File: src/rtl/mips_pkg.sv
// Shared definitions for the MIPS32 program loader: loader states and
// stream-format constants. Used by mips_word_asm and mips_prog_loader.
package mips_pkg;

    localparam int DEF_ADDR_W = 10;  // default memory word-address width
    localparam int WORD_W     = 32;  // instruction word width
    localparam int LEN_BYTES  = 2;   // length prefix size in bytes
    localparam int WORD_BYTES = 4;   // bytes per instruction/checksum word

    typedef enum logic [2:0] {
        S_LEN,
        S_DATA,
        S_CHK,
        S_DONE,
        S_ERR
    } state_t;

endpackage

File: src/rtl/mips_word_asm.sv
// Big-endian byte assembler: shifts accepted bytes in MSB first and flags the
// byte that completes a field. The field length (2 or 4 bytes) is selected per
// byte by i_last_idx, so the same instance captures the length prefix, the
// data words and the checksum.
module mips_word_asm
    import mips_pkg::*;
(
    input  logic              clk1,
    input  logic              rst,
    input  logic              i_en,         // a byte is accepted this cycle
    input  logic [7:0]        i_byte,
    input  logic [1:0]        i_last_idx,   // byte index that completes the field
    output logic [WORD_W-1:0] o_word,       // {previous bytes, current byte}
    output logic              o_word_valid  // one cycle, on the completing byte
);

    logic [WORD_W-9:0] r_shift;
    logic [1:0]        r_idx;

    // The completing byte is folded in combinationally so the caller can
    // register the whole word on the same edge that accepts that byte.
    assign o_word       = {r_shift, i_byte};
    assign o_word_valid = i_en && (r_idx == i_last_idx);

    // Shift accepted bytes in and track the position within the field.
    always_ff @(posedge clk1) begin
        if (rst) begin
            r_shift <= '0;
            r_idx   <= '0;
        end else if (i_en) begin
            r_shift <= {r_shift[WORD_W-17:0], i_byte};
            r_idx   <= o_word_valid ? 2'd0 : r_idx + 2'd1;
        end
    end

endmodule

File: src/rtl/mips_prog_loader.sv
// Boot loader top: receives a length-prefixed big-endian program image over a
// valid/ready byte stream, writes the words to memory from address 0 while
// holding the core, then releases it with a one-cycle start pulse.
// Optional feature: define LOADER_CHECKSUM_EN to require a trailing 32-bit
// XOR checksum of all data words before the core is released.
module mips_prog_loader
    import mips_pkg::*;
#(
    parameter int ADDR_W = DEF_ADDR_W
) (
    input  logic              clk1,
    input  logic              rst,
    input  logic              in_valid,
    input  logic [7:0]        in_byte,
    output logic              in_ready,
    output logic              mem_we,
    output logic [ADDR_W-1:0] mem_addr,
    output logic [WORD_W-1:0] mem_wdata,
    output logic              proc_hold,
    output logic              proc_start,
    output logic              load_done,
    output logic              err,
    output logic [15:0]       word_count
);

    localparam logic [16:0] MAX_LEN = 17'(2 ** ADDR_W);

    state_t            r_state;
    logic [15:0]       r_len;
    logic [15:0]       r_word_count;
    logic              r_in_ready;
    logic              r_mem_we;
    logic [WORD_W-1:0] r_mem_wdata;  // write holding register
    logic              r_proc_hold;
    logic              r_proc_start;
    logic              r_load_done;
    logic              r_err;
`ifdef LOADER_CHECKSUM_EN
    logic [WORD_W-1:0] r_xor;
`endif

    logic              w_xfer;
    logic [1:0]        w_last_idx;
    logic [WORD_W-1:0] w_word;
    logic              w_word_valid;
    logic              w_len_over;

    assign w_xfer     = in_valid && r_in_ready;
    assign w_last_idx = (r_state == S_LEN) ? 2'(LEN_BYTES - 1) : 2'(WORD_BYTES - 1);
    assign w_len_over = {1'b0, w_word[15:0]} > MAX_LEN;

    mips_word_asm u_word_asm (
        .clk1         (clk1),
        .rst          (rst),
        .i_en         (w_xfer),
        .i_byte       (in_byte),
        .i_last_idx   (w_last_idx),
        .o_word       (w_word),
        .o_word_valid (w_word_valid)
    );

    assign in_ready   = r_in_ready;
    // A write already sitting in the holding register is squashed as soon as
    // reset is seen, rather than one cycle later when the register clears.
    assign mem_we     = r_mem_we & ~rst;
    assign mem_addr   = r_word_count[ADDR_W-1:0];
    assign mem_wdata  = r_mem_wdata;
    assign proc_hold  = r_proc_hold;
    assign proc_start = r_proc_start;
    assign load_done  = r_load_done;
    assign err        = r_err;
    assign word_count = r_word_count;

    // Load sequencer: length capture, word writes, optional checksum, and the
    // terminal done/error states, with every output registered.
    // NOTE: all state here updates with <= so each branch sees the values from
    // before this edge, regardless of statement order.
    always_ff @(posedge clk1) begin
        if (rst) begin
            r_state      <= S_LEN;
            r_len        <= '0;
            r_word_count <= '0;
            r_in_ready   <= 1'b0;
            r_mem_we     <= 1'b0;
            r_mem_wdata  <= '0;
            r_proc_hold  <= 1'b1;
            r_proc_start <= 1'b0;
            r_load_done  <= 1'b0;
            r_err        <= 1'b0;
`ifdef LOADER_CHECKSUM_EN
            r_xor        <= '0;
`endif
        end else begin
            r_mem_we     <= 1'b0;
            r_proc_start <= 1'b0;
            // The count advances with each write and stops at N.
            if (r_mem_we && (r_word_count < r_len))
                r_word_count <= r_word_count + 16'd1;

            case (r_state)
                S_LEN: begin
                    r_in_ready <= 1'b1;
                    if (w_word_valid) begin
                        r_len <= w_word[15:0];
                        if (w_len_over) begin
                            r_state    <= S_ERR;
                            r_in_ready <= 1'b0;
                            r_err      <= 1'b1;
                        end else if (w_word[15:0] == 16'd0) begin
`ifdef LOADER_CHECKSUM_EN
                            r_state <= S_CHK;
`else
                            r_state      <= S_DONE;
                            r_in_ready   <= 1'b0;
                            r_proc_hold  <= 1'b0;
                            r_proc_start <= 1'b1;
                            r_load_done  <= 1'b1;
`endif
                        end else begin
                            r_state <= S_DATA;
                        end
                    end
                end

                S_DATA: begin
                    if (w_word_valid) begin
                        r_mem_we    <= 1'b1;
                        r_mem_wdata <= w_word;
`ifdef LOADER_CHECKSUM_EN
                        r_xor <= r_xor ^ w_word;
                        // Switch on the last word's final byte so the next
                        // byte already lands in the checksum field.
                        if (r_word_count == r_len - 16'd1)
                            r_state <= S_CHK;
`endif
                    end
`ifndef LOADER_CHECKSUM_EN
                    if (r_mem_we && (r_word_count == r_len - 16'd1)) begin
                        r_state      <= S_DONE;
                        r_in_ready   <= 1'b0;
                        r_proc_hold  <= 1'b0;
                        r_proc_start <= 1'b1;
                        r_load_done  <= 1'b1;
                    end
`endif
                end

`ifdef LOADER_CHECKSUM_EN
                S_CHK: begin
                    if (w_word_valid) begin
                        r_in_ready <= 1'b0;
                        if (w_word == r_xor) begin
                            r_state      <= S_DONE;
                            r_proc_hold  <= 1'b0;
                            r_proc_start <= 1'b1;
                            r_load_done  <= 1'b1;
                        end else begin
                            r_state <= S_ERR;
                            r_err   <= 1'b1;
                        end
                    end
                end
`endif

                S_DONE, S_ERR: begin
                    r_in_ready <= 1'b0;
                end

                default: begin
                    r_state    <= S_ERR;
                    r_in_ready <= 1'b0;
                    r_err      <= 1'b1;
                end
            endcase
        end
    end

endmodule
File: config.mk
export PLATFORM = sky130hd
export DESIGN_NAME = mips_prog_loader
export DESIGN_NICKNAME = d
export VERILOG_FILES = /design/src/rtl/mips_pkg.sv /design/src/rtl/mips_word_asm.sv /design/src/rtl/mips_prog_loader.sv
export SDC_FILE = /design/constraint.sdc
export NUM_CORES = 1
export LEC_CHECK = 0
export ABC_AREA = 1
export CAP_MARGIN = 40
export CORE_UTILIZATION = 53
export DETAILED_ROUTE_END_ITERATION = 6
export PLACE_DENSITY = 0.8
export SETUP_SLACK_MARGIN = 0.5
export SYNTH_ARGS = -nofsm -noshare
export SYNTH_HDL_FRONTEND = slang
export SYNTH_SLANG_ARGS = --single-unit
File: constraint.sdc
create_clock -name clk1 -period 5.25 [get_ports clk1]
set_input_delay 1.05 -clock clk1 [delete_from_list [all_inputs] [get_ports clk1]]
set_output_delay 1.05 -clock clk1 [all_outputs]
set_load 0.03 [all_outputs]
==> summary.md <==
| Metric | Value |
|---|---|
| Worst-margin pin slew | 0.947 ns |
| CP Max Fanout | 32 |
| Mapped Area | 5000 µm² |
| Commonest non-fill, non-tap cell in the layout | nand2_1 |
| Share of cells above drive strength 1 | 5.59% |
| Wire per inst | 13.2 µm |
| Crit-path leading delay family | simple AND/OR/NAND/NOR gates |
| Kind of critical path | in -> reg |
| Crit path largest cell delay | 0.73 ns |
| WHS Path Cells | 1 |
| Final ANT Viol Nets | 0 |
| Slowest CP cell | nor2_2 |
| Nets | 777 |
| DRC Markers | 2 |
| Starting DRC count in detailed routing | 232 |
| Total wire length | 11400 µm |
| Relative slew margins | 36.8% |
| Clk_lat worst skew | 0.37 ns |
| Static Leak | 0.00235 µW |
| Post-Synth Adder-Cell Area | 4.50% |
| Xor and xnor area share after synthesis | 4.58% |
| Reg2reg start | r_len[3]$_SDFFE_PP0P_ |
| Warnings, synthesis | 0 |
| Worst VDD drop | 0.000170 V |
| Cells after Synth | 700 |
| Placed Instances | 848 |
| CTS Buf Count | 9 |
| Failing checks | DRC |
| Worst setup EP type | register |
| Ant diodes | 0 |
| Fmax | 0.291 GHz |
| Total GRT Usage | 24.4% |
| Startpoint Class | primary input |
| R2r setup slk | 2.55 ns |
| Outcome | complete, but fails checks |
| Final Util | 64.1% |
| Global-route wire length before repair | 19600 µm |
| # IOs | 75 |
| Initial Util | 54.4% |
| Syn Nets | 729 |
| DIE AREA | 9830 µm² |
| Area growth from synthesis to layout | 17.9% |
| Commonest non-fill, non-tap cells in the layout | nand2_1, dfxtp_1, a21oi_1 |
| Final Hold Fails | 0 |
| Post-layout min period | 3.44 ns |
| Class of the worst hold path | reg -> reg |
| Sink Count | 99 |
| Sequential area share after synthesis | 39.6% |
| CTS root buffer | clkbuf_8 |
| CORE AREA | 9200 µm² |
| Setup_tns | 0 ns |
| Data required, critical path | 5.55 ns |
| Sw Share | 37.6% |
| Hold buffers post-CTS | 0 |
| Pre-CTS setup slack | 1.47 ns |
| Clock power share | 24.4% |
| Placed inst area | 5710 µm² |
| Distinct cell type count after synthesis | 33 |
| Design area | 5890 µm² |
| Die width | 99.1 µm |
| Number of global-route vias before repair | 4444 |
| Number of setup violations in the final report | 0 |
| Post-synthesis compound-gate area fraction | 15.1% |
| Crit path buffers/inverters | 2 |
| Hpwl dp | 8420 µm |
| CTS tree | yes |
| Skew final | 0.0163 ns |
| Clk buf depth | 2 |
| Worst Hold Endpoint | u_word_asm.r_idx[0]$_SDFFE_PP0P_ |
| Clock transition at path regs | 0.09 ns |
| RR Endpoint | word_count[11]$_SDFFE_PP0P_ |
| Fin worst setup slack | 1.81 ns |
| Syn Area/Cell | 7.14 µm² |
| P_int | 1180 µW |
| Comb pwr share | 29.6% |
| Worst path cell trace | clkdlybuf4s50_1, nand2_2, inv_2, nand2_1, a21oi_1, nand2_2, nor2_2, o21ai_0, a21oi_1 |
| Max-slew violations | 0 |
| Path depth of the worst reg2reg path | 10 |
| Sequential share of power | 46.0% |
| Routability cong. | 0.959 |
| Worst EP arrival | 3.73 ns |
| Levels on crit path | 9 |
| Power per cell area | 322 nW/µm² |
| Die height | 99.1 µm |
| Fin crit share | 65.5% |
| Post-CTS setup buffers | 0 |
| Mux cell area share after synthesis | 0% |
| MaxCap Viol Count | 0 |
| H-tree lvl count | 3 |
| Row count | 35 |
| Non-filler cells, final | 863 |
| Main combinational cell family by area after synthesis | simple AND/OR/NAND/NOR gates |
| HP Start | u_word_asm.r_idx[0]$_SDFFE_PP0P_ |
| Pin count of the biggest net entering global routing | 56 |
| Via count | 4681 |
| Post-synthesis simple-gate area fraction | 26.5% |
| IO buf count | 74 |
| Antenna violations before repair | 0 |
| Unrepaired setup endpoints after global routing | false |
| Vias/cell | 5.42 |
| #FFs+latches synth | 99 |
| Switch Pwr | 713 µW |
| GRT overflow | 0 |
| Post-CTS sizing | 0 |
| Pre-antenna DRT Iters | 7 |
## logic make-up (layout without fill, tap and decap cells)
logic type / Yosys count / in the layout
and+or+nand+nor: 301 / 301
adders and majority gates: 18 / 18
DFF: 99 / 99
AOI/OAI and AO/OA: 148 / 148
buffers and inverters: 111 / 163
xor gates and xnor gates: 23 / 23
## cell type report
type                    instances  area, µm²
clock buffers                   9        124
clock inverters                 6       60.1
fillers                       805       3300
inverters                      69        262
multi-input cells             490       2530
flip-flops and latches         99       1980
well taps                     111        139
repair buffers                 79        793
## metrics by stage
step,total power [µW],hold slack [ns]
floorplan,1310,0.423
global placement,1420,0.436
detailed placement,1440,0.443
CTS,1900,0.452
global route,2020,0.488
finish,1900,0.452
## synth_stat cells, drive strengths merged
cell type / instances / area (µm²)
nand4: 22 / 138
xor2: 15 / 131
nand3: 46 / 235
or2: 1 / 6.26
inv: 68 / 258
ha: 18 / 225
nand3b: 2 / 15.0
clkinv: 1 / 3.75
nor3: 8 / 45.0
buf: 22 / 146
xnor2: 6 / 52.6
nor2: 100 / 408
o21ai: 47 / 235
dfxtp: 99 / 1980
nor4: 2 / 12.5
nand2: 120 / 465
a211oi: 1 / 7.51
o211ai: 1 / 7.51
xnor3: 2 / 45.0
a21oi: 98 / 498
o31ai: 1 / 7.51
clkbuf: 20 / 75.1
## metal layers
metal  share of wire [%]  up-vias  global-route usage, %
met4                 2.0        0                   8.82
li1                    -     2377                      -
met1                  46     2165                   29.7
met5                   0        -                      0
met2                  48      112                   43.1
met3                 3.9       27                   4.50
## state kept, by name, indices dropped and copies added, names as in the netlist
register and flops:
mem_wdata 32, u_word_asm.r_shift 24, r_len 16, word_count 16, r_state 3, u_word_asm.r_idx 2, err 1, in_ready 1
load_done 1, proc_hold 1, proc_start 1, r_mem_we 1
## worst max-delay path by stage
| stage | start | endpoint |
|---|---|---|
| floorplan | rst | mem_we |
| global route | in_valid | r_len[8]$_SDFFE_PP0P_ |
| detailed placement | in_valid | r_len[1]$_SDFFE_PP0P_ |
| global placement | in_valid | mem_wdata[3]$_SDFFE_PP0P_ |
| finish | in_valid | r_len[1]$_SDFFE_PP0P_ |
| CTS | in_valid | r_len[1]$_SDFFE_PP0P_ |
## power by group through the flow
stage	Sequential, µW	Combinational, µW	Clock [µW]
2_1_floorplan	890	419	0
3_3_place_gp	886	529	0
3_5_place_dp	888	552	0
4_1_cts	871	557	471
5_1_grt	882	634	504
6_report	872	561	464
Note: power is estimated with default switching activity, not from simulation.
